<file path="config.mk">
export PLATFORM = sky130hd
export DESIGN_NAME = norm_reader_flat
export DESIGN_NICKNAME = d
export VERILOG_FILES = /design/src/rtl/norm_reader_if.sv /design/src/rtl/norm_reader.sv /design/src/flat_wrapper.sv
export SDC_FILE = /design/constraint.sdc
export NUM_CORES = 1
export LEC_CHECK = 0
export ABC_AREA = 1
export CAP_MARGIN = 20
export CORE_MARGIN = 2
export CORE_UTILIZATION = 50
export CTS_CLUSTER_SIZE = 8
export DETAILED_ROUTE_END_ITERATION = 12
export PLACE_DENSITY = 0.73
export SYNTH_ARGS = -nofsm -noshare
export SYNTH_HDL_FRONTEND = slang
export SYNTH_SLANG_ARGS = --single-unit
</file>
<file path="constraint.sdc">
create_clock -name clk -period 7.9 [get_ports clk]
set_clock_uncertainty 0.1 [all_clocks]
set_input_delay 1.58 -clock clk [delete_from_list [all_inputs] [get_ports clk]]
set_output_delay 1.58 -clock clk [all_outputs]
set_load 0.01 [all_outputs]
</file>
<file path="src/rtl/norm_reader_if.sv">
// Valid/ready stream bundle shared by the norm_reader
// pixel input and normalized pixel output.
interface norm_reader_if #(
  parameter int W = 8
);
  logic         tvalid;
  logic         tready;
  logic [W-1:0] tdata;

  modport master (
    output tvalid,
    output tdata,
    input  tready
  );

  modport slave (
    input  tvalid,
    input  tdata,
    output tready
  );
endinterface

</file>
<file path="src/rtl/norm_reader.sv">
// Frame buffer behind the crop filter: stores one frame, divides
// full scale by the frame maximum, then streams pixels rescaled.
module norm_reader #(
  parameter int OUT_ROWS = 10,
  parameter int OUT_COLS = 10,
  parameter int OUT_W    = 8,
  parameter int FRAC_W   = 16
) (
  input  logic       clk,
  input  logic       reset_n,
  norm_reader_if.slave  s_axis,
  input  logic [7:0] max_value,
  input  logic       max_value_tvalid,
  output logic       ap_ready,
  output logic       ap_done,
  norm_reader_if.master m_axis,
  output logic       m_axis_tlast
);

  localparam int N  = OUT_ROWS * OUT_COLS;
  localparam int CW = $clog2(N) + 1;
  localparam int AW = (N > 1) ? $clog2(N) : 1;
  localparam int DW = OUT_W + FRAC_W;
  localparam int KW = $clog2(DW) + 1;
  localparam int PW = 8 + DW + 1;
  localparam int SW = PW - FRAC_W;

  localparam logic [OUT_W-1:0] FULL = '1;
  localparam logic [PW-1:0] HALF = PW'(1) << (FRAC_W - 1);

  typedef enum logic [1:0] {
    IDLE,
    FILL,
    DIV,
    DRAIN
  } state_t;

  state_t state_q, state_d;

  logic [CW-1:0]    wr_cnt_q, wr_cnt_d;
  logic [CW-1:0]    rd_cnt_q, rd_cnt_d;
  logic             max_seen_q, max_seen_d;
  logic [7:0]       max_reg_q, max_reg_d;
  logic             max_tv_q, max_tv_d;
  logic [DW-1:0]    recip_q, recip_d;
  logic [7:0]       rem_q, rem_d;
  logic [KW-1:0]    div_cnt_q, div_cnt_d;
  logic             s1_v_q, s1_v_d;
  logic             s1_last_q, s1_last_d;
  logic             tvalid_q, tvalid_d;
  logic [OUT_W-1:0] tdata_q, tdata_d;
  logic             tlast_q, tlast_d;
  logic             done_q, done_d;
  logic             s_rdy_q, s_rdy_d;

  logic [7:0] mem [N];
  logic [7:0] ram_q;

  logic             s_hs;
  logic             m_hs;
  logic             stall;
  logic             rd_en;
  logic             div_bit;
  logic [8:0]       rem_sh;
  logic             ge;
  logic [SW-1:0]    scaled;
  logic [OUT_W-1:0] sat;

  assign s_hs  = s_axis.tvalid & s_rdy_q;
  assign m_hs  = tvalid_q & m_axis.tready;
  assign stall = tvalid_q & ~m_axis.tready;
  assign rd_en = (state_q == DRAIN) & ~stall
               & (rd_cnt_q < CW'(N));

  // Dividend is FULL followed by FRAC_W zeros, fed MSB first.
  assign div_bit = div_cnt_q < KW'(OUT_W);
  assign rem_sh  = {rem_q, div_bit};
  assign ge      = rem_sh >= {1'b0, max_reg_q};

  assign scaled = SW'((PW'(ram_q) * PW'(recip_q) + HALF)
                      >> FRAC_W);
  assign sat    = (|scaled[SW-1:OUT_W]) ? FULL
                : scaled[OUT_W-1:0];

  always_ff @(posedge clk) begin
    if (s_hs) begin
      mem[wr_cnt_q[AW-1:0]] <= s_axis.tdata;
    end
    if (rd_en) begin
      ram_q <= mem[rd_cnt_q[AW-1:0]];
    end
  end

  always_comb begin
    state_d    = state_q;
    wr_cnt_d   = wr_cnt_q;
    rd_cnt_d   = rd_cnt_q;
    max_seen_d = max_seen_q;
    max_reg_d  = max_reg_q;
    max_tv_d   = max_value_tvalid;
    recip_d    = recip_q;
    rem_d      = rem_q;
    div_cnt_d  = div_cnt_q;
    s1_v_d     = s1_v_q;
    s1_last_d  = s1_last_q;
    tvalid_d   = tvalid_q;
    tdata_d    = tdata_q;
    tlast_d    = tlast_q;
    done_d     = 1'b0;

    // Only a fresh edge counts; a level left over is stale.
    if (max_value_tvalid && !max_tv_q &&
        (state_q == IDLE || state_q == FILL)) begin
      max_seen_d = 1'b1;
      max_reg_d  = max_value;
    end

    unique case (state_q)
      IDLE: begin
        if (s_hs) begin
          wr_cnt_d = CW'(1);
          state_d  = (N == 1 && max_seen_d) ? DIV : FILL;
        end
      end
      FILL: begin
        if (s_hs) begin
          wr_cnt_d = wr_cnt_q + CW'(1);
        end
        if (wr_cnt_q == CW'(N) && max_seen_q) begin
          state_d = DIV;
        end
      end
      DIV: begin
        if (max_reg_q == 8'd0) begin
          recip_d = '0;
          state_d = DRAIN;
        end else begin
          rem_d     = ge ? 8'(rem_sh - {1'b0, max_reg_q})
                         : rem_sh[7:0];
          recip_d   = {recip_q[DW-2:0], ge};
          div_cnt_d = div_cnt_q + KW'(1);
          if (div_cnt_q == KW'(DW - 1)) begin
            state_d = DRAIN;
          end
        end
      end
      DRAIN: begin
        if (rd_en) begin
          rd_cnt_d = rd_cnt_q + CW'(1);
        end
        if (!stall) begin
          s1_v_d    = rd_en;
          s1_last_d = rd_en & (rd_cnt_q == CW'(N - 1));
          tvalid_d  = s1_v_q;
          tlast_d   = s1_v_q & s1_last_q;
          if (s1_v_q) begin
            tdata_d = sat;
          end
        end
        if (m_hs && tlast_q) begin
          done_d     = 1'b1;
          state_d    = IDLE;
          wr_cnt_d   = '0;
          rd_cnt_d   = '0;
          max_seen_d = 1'b0;
          s1_v_d     = 1'b0;
          s1_last_d  = 1'b0;
          tvalid_d   = 1'b0;
          tlast_d    = 1'b0;
        end
      end
    endcase

    if (state_q != DIV && state_d == DIV) begin
      div_cnt_d = '0;
      rem_d     = '0;
      recip_d   = '0;
    end

    s_rdy_d = (state_d == IDLE)
            | ((state_d == FILL) & (wr_cnt_d < CW'(N)));
  end

  always_ff @(posedge clk or negedge reset_n) begin
    if (!reset_n) begin
      state_q    <= IDLE;
      wr_cnt_q   <= '0;
      rd_cnt_q   <= '0;
      max_seen_q <= 1'b0;
      max_reg_q  <= '0;
      max_tv_q   <= 1'b0;
      recip_q    <= '0;
      rem_q      <= '0;
      div_cnt_q  <= '0;
      s1_v_q     <= 1'b0;
      s1_last_q  <= 1'b0;
      tvalid_q   <= 1'b0;
      tdata_q    <= '0;
      tlast_q    <= 1'b0;
      done_q     <= 1'b0;
      s_rdy_q    <= 1'b0;
    end else begin
      state_q    <= state_d;
      wr_cnt_q   <= wr_cnt_d;
      rd_cnt_q   <= rd_cnt_d;
      max_seen_q <= max_seen_d;
      max_reg_q  <= max_reg_d;
      max_tv_q   <= max_tv_d;
      recip_q    <= recip_d;
      rem_q      <= rem_d;
      div_cnt_q  <= div_cnt_d;
      s1_v_q     <= s1_v_d;
      s1_last_q  <= s1_last_d;
      tvalid_q   <= tvalid_d;
      tdata_q    <= tdata_d;
      tlast_q    <= tlast_d;
      done_q     <= done_d;
      s_rdy_q    <= s_rdy_d;
    end
  end

  assign ap_ready      = (state_q == IDLE);
  assign ap_done       = done_q;
  assign s_axis.tready = s_rdy_q;
  assign m_axis.tvalid = tvalid_q;
  assign m_axis.tdata  = tdata_q;
  assign m_axis_tlast  = tlast_q;

endmodule

</file>
<file path="src/flat_wrapper.sv">
// flat-port wrapper written by rule: the top's interface ports become plain ports
module norm_reader_flat 
#(
  parameter int OUT_ROWS = 10,
  parameter int OUT_COLS = 10,
  parameter int OUT_W    = 8,
  parameter int FRAC_W   = 16
)
  (clk, reset_n, max_value, max_value_tvalid, ap_ready, ap_done, m_axis_tlast, s_axis_tvalid, s_axis_tdata, s_axis_tready, m_axis_tvalid, m_axis_tdata, m_axis_tready);
  norm_reader_if #(.W(8)) s_axis_i ();
  norm_reader_if #(.W(8)) m_axis_i ();
  input  logic clk;
  input  logic reset_n;
  input  logic [7:0] max_value;
  input  logic max_value_tvalid;
  output logic ap_ready;
  output logic ap_done;
  output logic m_axis_tlast;
  input wire logic [$bits(s_axis_i.tvalid)-1:0] s_axis_tvalid;
  input wire logic [$bits(s_axis_i.tdata)-1:0] s_axis_tdata;
  output wire logic [$bits(s_axis_i.tready)-1:0] s_axis_tready;
  output wire logic [$bits(m_axis_i.tvalid)-1:0] m_axis_tvalid;
  output wire logic [$bits(m_axis_i.tdata)-1:0] m_axis_tdata;
  input wire logic [$bits(m_axis_i.tready)-1:0] m_axis_tready;
  assign s_axis_i.tvalid = s_axis_tvalid;
  assign s_axis_i.tdata = s_axis_tdata;
  assign s_axis_tready = s_axis_i.tready;
  assign m_axis_tvalid = m_axis_i.tvalid;
  assign m_axis_tdata = m_axis_i.tdata;
  assign m_axis_i.tready = m_axis_tready;
  norm_reader #(.OUT_ROWS(OUT_ROWS), .OUT_COLS(OUT_COLS), .OUT_W(OUT_W), .FRAC_W(FRAC_W)) u_core (.clk(clk), .reset_n(reset_n), .s_axis(s_axis_i), .max_value(max_value), .max_value_tvalid(max_value_tvalid), .ap_ready(ap_ready), .ap_done(ap_done), .m_axis(m_axis_i), .m_axis_tlast(m_axis_tlast));
endmodule
</file>
==> results.sh, run 1 <==
export IMPL_status="finished, final reports clean"
export IMPL_cts_hold_buf=0
export IMPL_ioPinCount=34
export IMPL_setup_worst_path_class="reg -> reg"
export IMPL_clk_path_buf_depth=3
export IMPL_post_synth_top_count_cell="edfxtp_1"
export IMPL_via_per_inst=5.69
export IMPL_h_tree_depth=3
export IMPL_fillers=7049
export IMPL_final_min_clock_period_ps=5420
export IMPL_cts_num_sinks=888
export IMPL_core_area_um2=85300
export IMPL_first_global_vias=28915
export IMPL_slew_headroom_pct=22.4
export IMPL_ys_flop_type="edfxtp_1"
export IMPL_port_buffers=33
export IMPL_synthMuxAreaShare_pct=0
export IMPL_vias=29497
export IMPL_clkTransAtPathRegs_ps=50
export IMPL_synth_largest_area_cell="edfxtp_1"
export IMPL_core_rowCount=107
export IMPL_synth_seq_area_share_pct=60.9
export IMPL_cp_max_fo=24
export IMPL_cts_resized=0
export IMPL_slew_viol_final=0
export IMPL_drive_gt1_share_pct=5.61
export IMPL_final_setup_tns_ps=0
export IMPL_critPathTopFamily="adder cells"
export IMPL_diodes=0
export IMPL_grt_start_max_net_pins=206
export IMPL_synth_common_cells="808 x edfxtp_1, 633 x nand2_1, 587 x nor2_1"
export IMPL_nNetsFinal=4235
export IMPL_synth_cells=4027
export IMPL_cpMaxStageDelayCell="edfxtp_1"
export IMPL_cts_setup_buffers=0
export IMPL_initial_core_util_pct=50.6
export IMPL_cpPeakStageDelay_ps=1040
export IMPL_cpMostUsedCell="nor2_1"
export IMPL_dr_pass1_iters=6
export IMPL_drt_iter0_drc=3430
export IMPL_synth_xor_area_share_pct=0.304
export IMPL_grt_ovfl_total=0
export IMPL_syn_nets=4265
export IMPL_hold_class="reg -> reg"
export IMPL_start_kind="flip-flop"
export IMPL_numCtsBuffers=121
export IMPL_synth_top_family_by_area="simple AND/OR/NAND/NOR gates"
export IMPL_tritoncts="built"
export IMPL_end_kind="flip-flop"
export IMPL_netlist_area_um2=43200
export IMPL_avgSynthCellArea_um2=10.7
export IMPL_synth_top_area_share_pct=56.2
export IMPL_cap_viol_max_count=0
export IMPL_worst_slack_ps=2480
export IMPL_irDropWorstVdd_uv=909
export IMPL_power_leakage_nw=18.5
export IMPL_die_h_um=298
export IMPL_clkLatencyLatePin_ps=700
export IMPL_totalWireLength_um=107000
export IMPL_track_usage_pct=24.1
export IMPL_area_growth_pct=10.1
export IMPL_drc=0
export IMPL_synth_edf_count=808
export IMPL_required_ps=8400
export IMPL_hold_viol=0
export IMPL_register_area_um2=26300
export IMPL_synthAdderAreaFrac_pct=8.59
export IMPL_grt_pass1_wl_um=166000
export IMPL_tightest_slew_ps=1160
export IMPL_ys_warn_count=0
export IMPL_setup_viol=0
export IMPL_dieArea_um2=88700
export IMPL_antenna_found_initial=0
export IMPL_routedWlPerCell_um=20.6
export IMPL_async_flop_share_pct=9.01
export IMPL_rsz0062_at_grt="no"
export IMPL_synth_area_leaders="edfxtp_1 56%, fa_1 6.1%, nand2_1 5.5%"
export IMPL_critPathArrivalTime_ps=5920
export IMPL_synth_compound_area_share_pct=10.3
export IMPL_finalPower_mw=21.5
export IMPL_power_density_nw_per_um2=452
export IMPL_dp_slack_ps=2480
export IMPL_critPathBufInv=4
export IMPL_dp_hpwl_um=63900
export IMPL_synth_simple_area_share_pct=12.9
export IMPL_antenna_left=0
export IMPL_netlist_cell_type_count=55
export IMPL_timing_final_crit_share_pct=68.6
export IMPL_path_cells="nand2_1 > fa_1 > inv_1 > fa_1 > fa_1 > inv_1 > fa_1 > inv_1 > ha_1 > nand2_1 > nor2_2 > inv_1 > nor2_1 > a21boi_1 > nor2_1 > nand3_1 > nand3_1 > nor2_1 > nand3_2 > nor2_1 > nor2_1"
export IMPL_fp_dieW_um=298
export IMPL_fmax_ghz=0.185
export IMPL_cts_root_buffer="clkbuf_16"
export IMPL_multi_input_comb_area_um2=13900
export IMPL_yosys_register_bits=888
export IMPL_place_congestion=0.921
-- final timing paths --
kind	start	endpoint	slack (ps)	cells after the start
max	u_core.ram_q[4]	u_core.m_axis.tdata[5]	2480	21
min	u_core.div_cnt_q[5]	u_core.div_cnt_q[5]	380	2
max reg2reg	u_core.ram_q[4]	u_core.m_axis.tdata[5]	2480	21
min reg2reg	u_core.div_cnt_q[5]	u_core.div_cnt_q[5]	380	2
max in group asynchronous	reset_n	u_core.rd_cnt_q[1]	5790	2
min in group asynchronous	reset_n	u_core.recip_q[0]	640	1
-- per-layer routing --
metal | track usage [%] | share of wire, % | vias to the layer above
met5 | 0 | 0 | -
met4 | 9.82 | 3.5 | 0
met1 | 32.4 | 40 | 14262
li1 | - | - | 13563
met3 | 3.81 | 8.6 | 226
met2 | 39.3 | 48 | 1446
-- kinds of logic after synthesis --
family | Yosys count
AO/OA/AOI/OAI | 804
XOR/XNOR | 15
adder cells (fa/ha/maj) | 217
buffers and inverters | 724
flip-flops | 888
AND/OR/NAND/NOR | 1379
-- sequential cells by signal (all words and copies together), names as in the netlist, 8 cells and up --
signal,flops
u_core.m_axis.tdata,8
u_core.recip_q,24
u_core.max_reg_q,8
u_core.wr_cnt_q,8
u_core.ram_q,8
u_core.mem,800
u_core.rd_cnt_q,8
u_core.rem_q,8
-- area by class of cell --
| class | instances | share of cell area [%] |
|---|---|---|
| Sequential cell | 888 | 55.3 |
| Multi-Input combinational cell | 2415 | 29.2 |
| Clock buffer | 162 | 6.72 |
| Inverter | 503 | 4.01 |
| Tap cell | 1144 | 3.01 |
| Timing Repair Buffer | 68 | 1.41 |
| Clock inverter | 8 | 0.335 |
-- cell usage in the layout (no fill, tap or decap), types with 4 or more instances in the layout --
| cell type | instances |
|---|---|
| nand3_1 | 68 |
| edfxtp_1 | 808 |
| nand2_2 | 7 |
| xor2_1 | 11 |
| or2_2 | 10 |
| inv_2 | 5 |
| a22o_1 | 6 |
| a31oi_1 | 4 |
| nor2_1 | 584 |
| clkdlybuf4s50_1 | 24 |
| nor3_1 | 11 |
| dfrtp_1 | 78 |
| nand4_1 | 33 |
| ha_1 | 85 |
| nor2_4 | 6 |
| fa_1 | 132 |
| o21ai_0 | 426 |
| a211oi_1 | 4 |
| o22ai_1 | 210 |
| clkbuf_16 | 121 |
| nand2_1 | 633 |
| clkbuf_1 | 40 |
| o21bai_1 | 5 |
| inv_1 | 494 |
| a21oi_1 | 93 |
| o211ai_1 | 5 |
| nor4_1 | 7 |
| buf_4 | 38 |
| a41oi_1 | 6 |
| o21ai_1 | 27 |
| a221o_1 | 4 |
| nand3_2 | 4 |
| xnor2_1 | 4 |
| nor2_2 | 5 |
-- worst register-to-register path: cells and delay by family (launching register included) --
kind                     cells  cell delay (ps)
adder cells (fa/ha/maj)      5             2340
AND/OR/NAND/NOR             11             1370
flip-flops                   1             1040
AO/OA/AOI/OAI                1              250
buffers and inverters        4              210
-- where the power goes --
group          internal (mW)  switching, mW  leakage, nW  total (mW)
Combinational           3.75           7.35         8.70        11.1
Clock                   2.77           1.90         1.61        4.67
Sequential              5.38          0.307         8.20        5.69
-- per-stage QoR --
step / cells / utilization (%) / cell area (um2) / hold slack (ps)
floorplan: 4027 / - / 43200 / 342
global placement: 5014 / 51.7 / 44100 / 354
detailed placement: 5014 / 51.7 / 44100 / 371
CTS: 5184 / 55.6 / 47400 / 384
global route: 5188 / 55.7 / 47500 / 416
finish: 5188 / 55.7 / 47500 / 379
Note: power is estimated with default switching activity, not from simulation.
==> run 2, diff against run 1 <==
--- a/config.mk
+++ b/config.mk
@@ -11,7 +11,7 @@
 export CORE_UTILIZATION = 50
 export CTS_CLUSTER_SIZE = 8
 export DETAILED_ROUTE_END_ITERATION = 12
-export PLACE_DENSITY = 0.73
+export PLACE_DENSITY = 0.75
 export SYNTH_ARGS = -nofsm -noshare
 export SYNTH_HDL_FRONTEND = slang
 export SYNTH_SLANG_ARGS = --single-unit
==> constraint.sdc (replaced) <==
create_clock -name clk -period 4.58 [get_ports clk]
set_clock_uncertainty 0.1 [all_clocks]
set_input_delay 0.916 -clock clk [delete_from_list [all_inputs] [get_ports clk]]
set_output_delay 0.916 -clock clk [all_outputs]
set_load 0.01 [all_outputs]
==> run 2 against run 1 <==
Compared with the run above: the run now ends with negative setup slack left; critical path depth is 2 higher; first-iteration DRC count is 7.1% higher; fmax is 13% higher; global-route usage is 0.083 points higher; register-to-register slack worse by 2700 ps; die area stayed put; highest routed layer is now met5.
==> results.sh, run 2 (synthesis gave the netlist of run 1 again) <==
export IMPL_start_kind="flip-flop"
export IMPL_core_rowCount=107
export IMPL_postPlaceCellArea_um2=45200
export IMPL_track_usage_pct=24.1
export IMPL_timing_final_crit_share_pct=104
export IMPL_cts_hold_buf=0
export IMPL_setup_viol=8
export IMPL_first_global_vias=29782
export IMPL_largest_register_ffs=800
export IMPL_cts_root_buffer="clkbuf_16"
export IMPL_drt_iter0_drc=3672
export IMPL_reg2reg_from="u_core.ram_q[3]"
export IMPL_end_kind="flip-flop"
export IMPL_cts_num_sinks=888
export IMPL_core_area_um2=85300
export IMPL_rsz0062_at_grt="yes"
export IMPL_dr_pass1_iters=5
export IMPL_crit_path_start="u_core.ram_q[3]"
export IMPL_clkLatencyLatePin_ps=680
export IMPL_dieArea_um2=88700
export IMPL_drive_gt1_share_pct=12.7
export IMPL_port_buffers=33
export IMPL_final_setup_tns_ps=-1470
export IMPL_cap_viol_max_count=0
export IMPL_cp_max_fo=8
export IMPL_slew_headroom_pct=24.0
export IMPL_drc=0
export IMPL_tightest_slew_ps=1140
export IMPL_die_h_um=298
export IMPL_h_tree_depth=3
export IMPL_reg2reg_to="u_core.m_axis.tdata[1]"
export IMPL_final_min_clock_period_ps=4790
export IMPL_tritoncts="built"
export IMPL_grt_start_max_net_pins=212
export IMPL_routedWlPerCell_um=20.5
export IMPL_clk_path_buf_depth=3
export IMPL_hold_viol=0
export IMPL_antenna_left=0
export IMPL_final_common_cell="edfxtp_1"
export IMPL_violations="negative setup slack"
export IMPL_critPathArrivalTime_ps=5240
export IMPL_setup_worst_path_class="reg -> reg"
export IMPL_clkTransAtPathRegs_ps=70
export IMPL_slew_viol_final=0
export IMPL_area_growth_pct=15.0
export IMPL_antenna_found_initial=2
export IMPL_ff2ff_path_depth=23
export IMPL_worst_slack_ps=-206
export IMPL_nNetsFinal=4384
export IMPL_fmax_ghz=0.209
export IMPL_hold_class="in -> async"
export IMPL_crit_end="u_core.m_axis.tdata[1]"
export IMPL_required_ps=5030
export IMPL_fp_dieW_um=298
export IMPL_reg2reg_slack_ps=-210
export IMPL_initial_core_util_pct=50.6
export IMPL_fillers=6706
export IMPL_layout_common_cells="808 x edfxtp_1, 584 x nand2_1, 555 x nor2_1, 469 x inv_1, 422 x o21ai_0"
export IMPL_grt_pass1_wl_um=168000
export IMPL_status="complete, but fails checks"
export IMPL_place_congestion=0.903
export IMPL_numCtsBuffers=121
export IMPL_totalWireLength_um=109000
export IMPL_dp_hpwl_um=65000
export IMPL_grt_ovfl_total=0
export IMPL_stdcell_area_um2=49600
export IMPL_ioPinCount=34
export IMPL_via_per_inst=5.75
export IMPL_vias=30698
==> run 2: per-layer routing <==
layer	wire, um	track usage [%]
met5	21	0
met4	4540	10.5
met3	10700	4.47
met2	52200	38.9
met1	42000	32.2
==> run 2: layout make-up <==
class,instances,area [um2],area share (%)
multi-input cells,2415,14700,29.6
diodes,1,2.50,0.00504
repair buffers,217,1990,4.02
well taps,1144,1430,2.89
clock buffers,166,3200,6.44
clock inverters,7,131,0.265
flip-flops and latches,888,26300,53.0
inverters,503,1910,3.85
==> run 2: worst min-delay path by stage <==
| stage | start | endpoint | slack, ps |
|---|---|---|---|
| finish | reset_n | u_core.recip_q[1] | 220 |
| global route | reset_n | u_core.recip_q[1] | 260 |
| CTS | reset_n | u_core.recip_q[1] | 230 |
| detailed placement | u_core.div_cnt_q[5] | u_core.div_cnt_q[5] | 370 |
| global placement | u_core.div_cnt_q[5] | u_core.div_cnt_q[5] | 350 |
| floorplan | u_core.div_cnt_q[5] | u_core.div_cnt_q[5] | 340 |
==> run 2: timing repair <==
item | in CTS | in global routing
setup buffers | 6 | 6
setup endpoints to repair | 8 | 8
gates cloned | 2 | 3
pin swaps | 37 | 55
gates resized for setup | 118 | 98
==> run 2: stage by stage <==
step           worst slack, ps  instances  hold slack, ps  utilization, %
2_1_floorplan             33.1       4027             342               -
3_3_place_gp              -197       5150             354            53.0
3_5_place_dp              -274       5150             370            53.0
4_1_cts                   -129       5331             229            57.7
5_1_grt                   -446       5340             261            58.2
6_report                  -206       5341             216            58.2
==> run 2: worst max-delay path, stage by stage, from the launching register on <==
cell	delay [ps]
edfxtp_1	370
buf_6	160
buf_12	140
nand2_4	60
inv_2	40
fa_1	490
fa_1	520
fa_1	570
inv_2	40
fa_1	510
inv_2	50
ha_4	270
a21oi_4	190
nor2_2	70
nor2_4	170
a21boi_2	80
nor2_2	140
nand2_1	80
nand2_1	70
nand3_2	90
nor2_4	130
nand3_4	150
nor2_1	120
nor2_1	50
Power of run 2 is left out: the tool's default activity adds up to more than one toggle a clock period on the data nets, which glitch-free logic cannot reach.
